==> src/rtl/mio_bus_ctrl_if.sv <==
// CPU-side request/done signals and MIO bus signals for one mio_bus_ctrl.
// Handshake: the controller samples cpu_req only in IDLE, answers with a one-cycle cpu_done; MIO_ready is only honoured while mio_cs is high.
interface mio_bus_ctrl_if #(
    parameter int ADDR_W = 32,
    parameter int DATA_W = 32
);
    logic                  cpu_req;
    logic                  cpu_we;
    logic [ADDR_W-1:0]     cpu_addr;
    logic [DATA_W-1:0]     cpu_wdata;
    logic [DATA_W/8-1:0]   cpu_be;
    logic [DATA_W-1:0]     cpu_rdata;
    logic                  cpu_done;
    logic                  cpu_err;
    logic                  cpu_busy;
    logic                  mio_cs;
    logic                  mio_w;
    logic [ADDR_W-1:0]     mio_addr;
    logic [DATA_W-1:0]     mio_wdata;
    logic [DATA_W/8-1:0]   mio_be;
    logic [DATA_W-1:0]     mio_rdata;
    logic                  MIO_ready;

    // The controller masters the MIO bus and serves the CPU.
    modport master (
        input  cpu_req, cpu_we, cpu_addr, cpu_wdata, cpu_be, mio_rdata, MIO_ready,
        output cpu_rdata, cpu_done, cpu_err, cpu_busy,
        output mio_cs, mio_w, mio_addr, mio_wdata, mio_be
    );

    // CPU core plus bus decoder view.
    modport slave (
        output cpu_req, cpu_we, cpu_addr, cpu_wdata, cpu_be, mio_rdata, MIO_ready,
        input  cpu_rdata, cpu_done, cpu_err, cpu_busy,
        input  mio_cs, mio_w, mio_addr, mio_wdata, mio_be
    );
endinterface

==> src/rtl/mio_bus_ctrl.sv <==
// Memory/IO access sequencer: one registered CPU request at a time onto the MIO bus,
// with an optional wait-state timeout that completes the access with an error flag.
module mio_bus_ctrl #(
    parameter int ADDR_W  = 32,
    parameter int DATA_W  = 32,
    parameter int TIMEOUT = 255
) (
    input  logic       clk,
    input  logic       reset,
    mio_bus_ctrl_if.master bus,
    output logic [1:0] state_dbg
);
    localparam int BE_W  = DATA_W / 8;
    localparam int CNT_W = (TIMEOUT == 0) ? 1 : $clog2(TIMEOUT + 1);
    localparam logic [CNT_W-1:0] TO_VAL = CNT_W'(TIMEOUT);

    typedef enum logic [1:0] {
        S_IDLE = 2'd0,
        S_WAIT = 2'd1,
        S_DONE = 2'd2
    } state_t;

    state_t              state_q, state_d;
    logic                we_q;
    logic [ADDR_W-1:0]   addr_q;
    logic [DATA_W-1:0]   wdata_q;
    logic [BE_W-1:0]     be_q;
    logic [CNT_W-1:0]    cnt_q;
    logic                err_q;
    logic [DATA_W-1:0]   rdata_q;

    logic accept;
    logic ready_hit;
    logic timeout_hit;

    assign accept      = (state_q == S_IDLE) && bus.cpu_req;
    assign ready_hit   = (state_q == S_WAIT) && bus.MIO_ready;
    // Bus completion wins over a timeout landing on the same edge.
    assign timeout_hit = (state_q == S_WAIT) && !bus.MIO_ready &&
                         (TIMEOUT != 0) && (cnt_q == TO_VAL);

    always_comb begin
        state_d = state_q;
        case (state_q)
            S_IDLE:  if (accept) state_d = S_WAIT;
            S_WAIT:  if (ready_hit || timeout_hit) state_d = S_DONE;
            S_DONE:  state_d = S_IDLE;
            default: state_d = S_IDLE;
        endcase
    end

    always_ff @(posedge clk or negedge reset) begin
        if (!reset) begin
            state_q <= S_IDLE;
            we_q    <= 1'b0;
            addr_q  <= '0;
            wdata_q <= '0;
            be_q    <= '0;
            cnt_q   <= '0;
            err_q   <= 1'b0;
            rdata_q <= '0;
        end else begin
            state_q <= state_d;
            if (accept) begin
                we_q    <= bus.cpu_we;
                addr_q  <= bus.cpu_addr;
                wdata_q <= bus.cpu_wdata;
                be_q    <= bus.cpu_be;
                cnt_q   <= '0;
            end else if (ready_hit) begin
                err_q <= 1'b0;
                if (!we_q) rdata_q <= bus.mio_rdata;
            end else if (timeout_hit) begin
                err_q <= 1'b1;
                if (!we_q) rdata_q <= '1;
            end else if (state_q == S_WAIT && cnt_q != '1) begin
                // Saturating so a disabled timeout never wraps the counter.
                cnt_q <= cnt_q + CNT_W'(1);
            end
        end
    end

    // Bus strobes come straight from state so an asynchronous reset drops them at once.
    assign bus.mio_cs    = (state_q == S_WAIT);
    assign bus.mio_w     = (state_q == S_WAIT) && we_q;
    assign bus.mio_wdata = ((state_q == S_WAIT) && we_q) ? wdata_q : '0;
    assign bus.mio_addr  = addr_q;
    assign bus.mio_be    = be_q;

    assign bus.cpu_done  = (state_q == S_DONE);
    assign bus.cpu_err   = (state_q == S_DONE) && err_q;
    assign bus.cpu_busy  = (state_q != S_IDLE);
    assign bus.cpu_rdata = rdata_q;

    assign state_dbg = state_q;
endmodule
==> src/flat_wrapper.sv <==
// flat-port wrapper written by rule: the top's interface ports become plain ports
module mio_bus_ctrl_flat 
#(
    parameter int ADDR_W  = 32,
    parameter int DATA_W  = 32,
    parameter int TIMEOUT = 255
)
  (clk, reset, state_dbg, bus_cpu_req, bus_cpu_we, bus_cpu_addr, bus_cpu_wdata, bus_cpu_be, bus_mio_rdata, bus_MIO_ready, bus_cpu_rdata, bus_cpu_done, bus_cpu_err, bus_cpu_busy, bus_mio_cs, bus_mio_w, bus_mio_addr, bus_mio_wdata, bus_mio_be);
  mio_bus_ctrl_if #(.ADDR_W(ADDR_W), .DATA_W(DATA_W)) bus_i ();
  input  logic clk;
  input  logic reset;
  output logic [1:0] state_dbg;
  input wire logic [$bits(bus_i.cpu_req)-1:0] bus_cpu_req;
  input wire logic [$bits(bus_i.cpu_we)-1:0] bus_cpu_we;
  input wire logic [$bits(bus_i.cpu_addr)-1:0] bus_cpu_addr;
  input wire logic [$bits(bus_i.cpu_wdata)-1:0] bus_cpu_wdata;
  input wire logic [$bits(bus_i.cpu_be)-1:0] bus_cpu_be;
  input wire logic [$bits(bus_i.mio_rdata)-1:0] bus_mio_rdata;
  input wire logic [$bits(bus_i.MIO_ready)-1:0] bus_MIO_ready;
  output wire logic [$bits(bus_i.cpu_rdata)-1:0] bus_cpu_rdata;
  output wire logic [$bits(bus_i.cpu_done)-1:0] bus_cpu_done;
  output wire logic [$bits(bus_i.cpu_err)-1:0] bus_cpu_err;
  output wire logic [$bits(bus_i.cpu_busy)-1:0] bus_cpu_busy;
  output wire logic [$bits(bus_i.mio_cs)-1:0] bus_mio_cs;
  output wire logic [$bits(bus_i.mio_w)-1:0] bus_mio_w;
  output wire logic [$bits(bus_i.mio_addr)-1:0] bus_mio_addr;
  output wire logic [$bits(bus_i.mio_wdata)-1:0] bus_mio_wdata;
  output wire logic [$bits(bus_i.mio_be)-1:0] bus_mio_be;
  assign bus_i.cpu_req = bus_cpu_req;
  assign bus_i.cpu_we = bus_cpu_we;
  assign bus_i.cpu_addr = bus_cpu_addr;
  assign bus_i.cpu_wdata = bus_cpu_wdata;
  assign bus_i.cpu_be = bus_cpu_be;
  assign bus_i.mio_rdata = bus_mio_rdata;
  assign bus_i.MIO_ready = bus_MIO_ready;
  assign bus_cpu_rdata = bus_i.cpu_rdata;
  assign bus_cpu_done = bus_i.cpu_done;
  assign bus_cpu_err = bus_i.cpu_err;
  assign bus_cpu_busy = bus_i.cpu_busy;
  assign bus_mio_cs = bus_i.mio_cs;
  assign bus_mio_w = bus_i.mio_w;
  assign bus_mio_addr = bus_i.mio_addr;
  assign bus_mio_wdata = bus_i.mio_wdata;
  assign bus_mio_be = bus_i.mio_be;
  mio_bus_ctrl #(.ADDR_W(ADDR_W), .DATA_W(DATA_W), .TIMEOUT(TIMEOUT)) u_core (.clk(clk), .reset(reset), .bus(bus_i), .state_dbg(state_dbg));
endmodule
==> config.mk <==
export PLATFORM = sky130hd
export DESIGN_NAME = mio_bus_ctrl_flat
export DESIGN_NICKNAME = d
export VERILOG_FILES = /design/src/rtl/mio_bus_ctrl_if.sv /design/src/rtl/mio_bus_ctrl.sv /design/src/flat_wrapper.sv
export SDC_FILE = /design/constraint.sdc
export NUM_CORES = 1
export LEC_CHECK = 0
export ABC_AREA = 1
export CAP_MARGIN = 20
export CORE_MARGIN = 3
export CORE_UTILIZATION = 45
export CTS_BUF_LIST = sky130_fd_sc_hd__clkbuf_16
export CTS_CLUSTER_SIZE = 12
export DETAILED_ROUTE_END_ITERATION = 16
export GPL_ROUTABILITY_DRIVEN = 0
export PLACE_DENSITY = 0.83
export RECOVER_POWER = 25
export SLEW_MARGIN = 40
export SYNTH_ARGS = -nofsm -noshare
export SYNTH_HDL_FRONTEND = slang
export SYNTH_SLANG_ARGS = --single-unit
==> constraint.sdc <==
create_clock -name clk -period 3 [get_ports clk]
set_clock_uncertainty 0.2 [all_clocks]
set_input_delay 0.75 -clock clk [delete_from_list [all_inputs] [get_ports clk]]
set_output_delay 0.75 -clock clk [all_outputs]
set_load 0.05 [all_outputs]
==> results of run 1 <==
cell usage in the layout, fill, tap and decap left out, drive strengths merged:
| cell | instances |
|---|---|
| nand2 | 240 |
| clkdlybuf4s50 | 176 |
| dfrtp | 112 |
| inv | 49 |
| nor2 | 44 |
| nand3 | 39 |
| buf | 39 |
| o21ai | 36 |
| or2 | 32 |
| clkbuf | 12 |
| clkinv | 4 |
| clkinvlp | 3 |
| a21oi | 2 |
| nand4 | 2 |
| xor2 | 2 |
| nor3 | 1 |
| o22ai | 1 |
| ha | 1 |
| dlygate4sd2 | 1 |
per-stage QoR:
stage / hold slack [ps] / TNS [ps] / util (%)
after floorplan: 254 / -237 / -
after global placement: 253 / 0 / 71.9
after detailed placement: 261 / 0 / 72.0
after CTS: 266 / 0 / 74.5
after global routing: 298 / 0 / 74.3
final: 279 / 0 / 74.3
registers in the layout, summed over array words and instances (netlist names):
name	count
u_core.bus.cpu_rdata	32
u_core.bus.mio_addr	32
u_core.wdata_q	32
u_core.cnt_q	8
u_core.bus.mio_be	4
u_core.state_dbg	2
u_core.err_q	1
u_core.we_q	1
cell usage after synthesis (all sizes together):
library cell,instances
nand2,240
dfrtp,112
inv,48
nor2,44
nand3,39
o21ai,36
or2,32
buf,17
clkbuf,13
a21oi,2
nand4,2
xor2,2
clkinv,1
ha,1
nor3,1
o22ai,1
timing repair:
action                     in CTS  in global routing
gates resized for setup         1                  0
setup endpoints to repair       1                  0
hold buffers                    0                  0
cells by family (layout without fill, tap and decap cells):
family	Yosys count	in the layout	synth area share, %
fa+ha+maj	1	1	0.254
flops	112	112	56.9
xor+xnor	2	2	0.355
compound gates	39	39	3.99
simple gates	358	358	31.1
buf+inv	79	284	7.46
worst min path at each step:
stage                                           to  depth (start not counted)
after floorplan            u_core.bus.cpu_rdata[0]                          0
after global placement     u_core.bus.cpu_rdata[2]                          2
after detailed placement   u_core.bus.cpu_rdata[2]                          2
after CTS                       u_core.wdata_q[10]                          1
after global routing      u_core.bus.cpu_rdata[18]                          2
final                      u_core.bus.mio_addr[27]                          2
worst max-delay path, stage by stage, from the launching register on:
cell and delay (ps):
dfrtp_1 420, inv_2 90, nor2_4 170, clkdlybuf4s50_1 830
area by class of cell:
class | count | area (um^2) | area share [%]
Sequential cell | 112 | 2800 | 35.9
Timing Repair Buffer | 219 | 2490 | 31.9
Multi-Input combinational cell | 400 | 1890 | 24.2
Clock buffer | 9 | 225 | 2.88
Inverter | 49 | 186 | 2.39
Tap cell | 136 | 170 | 2.18
Clock inverter | 7 | 40.0 | 0.513
power groups by stage:
stage | clock network [mW] | registers (mW) | logic (mW)
after CTS | 1.10 | 2.48 | 4.53
final | 1.08 | 2.49 | 4.50
after floorplan | 0 | 3.96 | 1.35
after global placement | 0 | 2.47 | 4.43
after detailed placement | 0 | 2.50 | 4.52
after global routing | 1.17 | 2.55 | 4.75
per-layer routing:
metal | wire length (um) | vias up
met2 | 7060 | 223
met5 | 0 | -
met4 | 286 | 0
met3 | 1130 | 22
li1 | - | 2201
met1 | 5860 | 2178
==> results.toml, run 1 <==
[setup_path]
arrival_ps = 1850
regToRegEndpoint = "u_core.bus.cpu_rdata[15]"
path_class = "reg -> out"
r2r_start = "u_core.cnt_q[0]"
start_kind = "flip-flop"
endpoint = "bus_mio_cs"
reg2reg_depth = 8
crit_path_end_kind = "primary output"
cp_data_required_time_ps = 2050
reg2reg_slack_ps = 1040
crit_fanout = 5
startpoint = "u_core.state_dbg[0]"

[power]
seq_power_share_pct = 30.8
p_sw_mw = 3.89
p_per_area_nw_per_um2 = 1030
swShare_pct = 48.3
p_comb_share_pct = 55.8
peakVddDrop_v = 0.000846
fin_total_pwr_mw = 8.06
p_int_mw = 4.17
leakagePower_nw = 3.61
power_frac_clock_pct = 13.4

[yosys]
syn_nets = 697
yosysWarnings = 0
synth_top_area_share_pct = 56.9
yosysTopAreaCell = "dfrtp_1"
seq_area_frac_synth_pct = 56.9
netlist_top_cells_area = "dfrtp_1, nand2_1, or2_1"
syn_area_um2 = 4930
synthCells = 591
avgSynthCellArea_um2 = 8.34
synth-seq-cells = 112
synth_cell_type_count = 26

[die]
ioPinCount = 212
row_count = 37
die_h_um = 111
fp.coreArea_um2 = 10500
start_util_pct = 46.9
die_w_um = 111
dieArea_um2 = 12200

[clocking]
cts_buffer_depth = 2
clk_pin_slew_worst_paths_ps = 70
h-tree-depth = 3
numCtsBuffers = 9
clock_sinks = 112
root_buffer = "clkbuf_16"
clock_latency_ps = 340
tritoncts = "done"
post_cts.repair.setup_buffers = 0

[placement]
dpl_cell_area_um2 = 7560
dp_slack_ps = 376
port_buffers = 211
hpwl_mm = 10.8
dp.cells = 916

[timing]
slew_headroom_pct = 15.5
drv_slew = 0
rsz0062_at_grt = "false"
setup_slack_ps = 201
hold_violations = 0
layout_min_cycle_time_ps = 2800
finalCritPeriodShare_pct = 93.3
setup_viol = 0
worst_pin_slew_ps = 1270
max_freq_mhz = 357

[detailed_routing]
firstDrtPassIters = 5
dr_total_vias = 4624
drcViolationCount = 0
wire_per_inst_um = 15.4
avgViaCountPerCell = 4.96
routed_wl_mm = 14.3
ant_nets = 0
initialDrtViolationCount = 415

[layout]
final_area_um2 = 7810
area_delta_synth_final_pct = 58.4
final_nets = 897
fillCellCount = 726
finalNonFillerCells = 932
n_antenna_cell = 0
final_layout_size_suffix_gt1_share_pct = 12.9

[global_route]
grt_pass1_vias = 4597
antenna_found_initial = 0
use_met2_pct = 39.6
grt_overflow_total = 0
grt.busiest_layer = "met2"
met3_usage_pct = 5.84
use_met1_pct = 28.6
grt_max_degree = 53
track_usage_pct = 23.1
grt_first_pass_wirelength_mm = 23.1

[hold_path]
min_from = "u_core.bus.mio_addr[27]"
hold_class = "reg -> reg"

[run]
cap_violations = 0

[run_status]
status = "finished, final reports clean"
(Power assumes the default switching activity.)
==> run 2: changes to the inputs <==
--- a/config.mk
+++ b/config.mk
@@ -7,6 +7,7 @@
 export LEC_CHECK = 0
 export ABC_AREA = 1
 export CAP_MARGIN = 20
+export CORE_ASPECT_RATIO = 0.5
 export CORE_MARGIN = 3
 export CORE_UTILIZATION = 45
 export CTS_BUF_LIST = sky130_fd_sc_hd__clkbuf_16
==> results.toml, run 2 (synthesis gave the netlist of run 1 again) <==
[run_status]
status = "complete, but fails checks"
violations = "max-capacitance violations, max-slew violations"

[timing]
worst_pin_slew_ps = 1600
drv_slew = 29
hold_violations = 0
setup_slack_ps = 143
rsz0062_at_grt = "false"
layout_min_cycle_time_ps = 2860
whs_ps = 272
max_freq_mhz = 350
finalCritPeriodShare_pct = 95.2
setup_viol = 0
slew_headroom_pct = -6.89

[global_route]
grt_first_pass_wirelength_mm = 22.5
grt_max_degree = 80
grt_pass1_vias = 4649
track_usage_pct = 22.7
grt_overflow_total = 0
antenna_found_initial = 0

[power]
p_per_area_nw_per_um2 = 1040
leakagePower_nw = 3.64
peakVddDrop_v = 0.000682
swShare_pct = 47.6
power_frac_clock_pct = 14.9
p_sw_mw = 3.89
p_comb_share_pct = 54.8
p_int_mw = 4.29
fin_total_pwr_mw = 8.17
seq_power_share_pct = 30.3

[setup_path]
start_kind = "flip-flop"
path_class = "reg -> out"
cp_data_required_time_ps = 2050
arrival_ps = 1910
regToRegEndpoint = "u_core.bus.cpu_rdata[10]"
reg2reg_slack_ps = 1060
crit_fanout = 21
startpoint = "u_core.state_dbg[1]"
r2r_start = "u_core.cnt_q[0]"
reg2reg_depth = 8
crit_path_end_kind = "primary output"

[layout]
fillCellCount = 720
multi_input_area_um2 = 1890
final_cell_mix = "nand2_1, clkdlybuf4s50_1, dfrtp_1"
final_common_cell = "nand2_1"
seq_area_um2 = 2800
final_nets = 898
final_layout_size_suffix_gt1_share_pct = 13.3
area_delta_synth_final_pct = 60.0
n_antenna_cell = 0
final_util_pct = 75.5

[hold_path]
hold_class = "reg -> reg"
hold_path_depth = 2
min_from = "u_core.bus.cpu_rdata[29]"
whs_endpoint = "u_core.bus.cpu_rdata[29]"

[clocking]
root_buffer = "clkbuf_16"
numCtsBuffers = 9
cts_hold_buf = 0
post_cts.repair.setup_buffers = 0
clk_pin_slew_worst_paths_ps = 70
clock_latency_ps = 340
h-tree-depth = 3
clock_sinks = 112
cts_buffer_depth = 2
tritoncts = "done"
cts_resized = 0

[detailed_routing]
dr_total_vias = 4453
routed_wl_mm = 13.8
firstDrtPassIters = 4
wire_per_inst_um = 14.7
avgViaCountPerCell = 4.75
ant_nets = 0
initialDrtViolationCount = 252
drcViolationCount = 0

[die]
row_count = 26
fp.coreArea_um2 = 10400
die_w_um = 154
dieArea_um2 = 12300
ioPinCount = 212
die_h_um = 80
start_util_pct = 47.2

[placement]
dp_slack_ps = 495
port_buffers = 211
hpwl_mm = 10.0

[run]
cap_violations = 1
-- run 2: cell count changes in the layout (fill, tap and decap cells not counted), sizes merged --
cell           delta
buf               +1
clkdlybuf4s50     +1
bufinv            +1
clkinvlp          -2
inv               +1
dlygate4sd2       -1
-- run 2: layout make-up --
class | instances | share of cell area (%)
timing repair buffer | 220 | 32.0
tap | 140 | 2.22
clock buffer | 9 | 2.86
inverter | 49 | 2.33
sequential | 112 | 35.5
multi-input combinational | 400 | 24.0
clock inverter | 7 | 1.02
-- run 2: routing by layer --
layer | up-vias | wire [um] | global-route usage (%)
met5 | - | 0 | 0
met2 | 126 | 7190 | 41.6
met1 | 2112 | 5700 | 27.8
met3 | 17 | 694 | 4.98
li1 | 2198 | - | -
met4 | 0 | 172 | 4.76
-- run 2: metrics by stage --
step                std cells  setup TNS, ps  instance area (um^2)
CTS                       937              0                  7900
detailed placement        921              0                  7600
global route              937              0                  7880
floorplan                 591           -237                  5060
finish                    937              0                  7880
global placement          921              0                  7600
-- run 2: worst max-delay path, cell delays in order, from the launching register on --
cell and delay (ps):
dfrtp_1 430, inv_2 110, nand2_1 100, nor2_4 130, inv_2 220, buf_12 250
nor2_2 160, buf_12 160
-- run 2: worst max-delay path by stage --
| stage | endpoint | slack (ps) |
|---|---|---|
| 2_1_floorplan | bus_mio_wdata[11] | -10 |
| 3_3_place_gp | bus_mio_wdata[19] | 540 |
| 3_5_place_dp | bus_mio_wdata[15] | 500 |
| 4_1_cts | bus_mio_wdata[15] | 120 |
| 5_1_grt | u_core.wdata_q[17] | 40 |
| 6_report | bus_mio_wdata[11] | 140 |
-- run 2: power groups by stage --
stage                     Combinational [mW]  Clock [mW]  Sequential (mW)
after floorplan                         1.35           0             3.96
after global placement                  4.44           0             2.46
after detailed placement                4.52           0             2.48
after CTS                               4.52        1.23             2.47
after global routing                    4.75        1.30             2.55
final                                   4.48        1.22             2.47
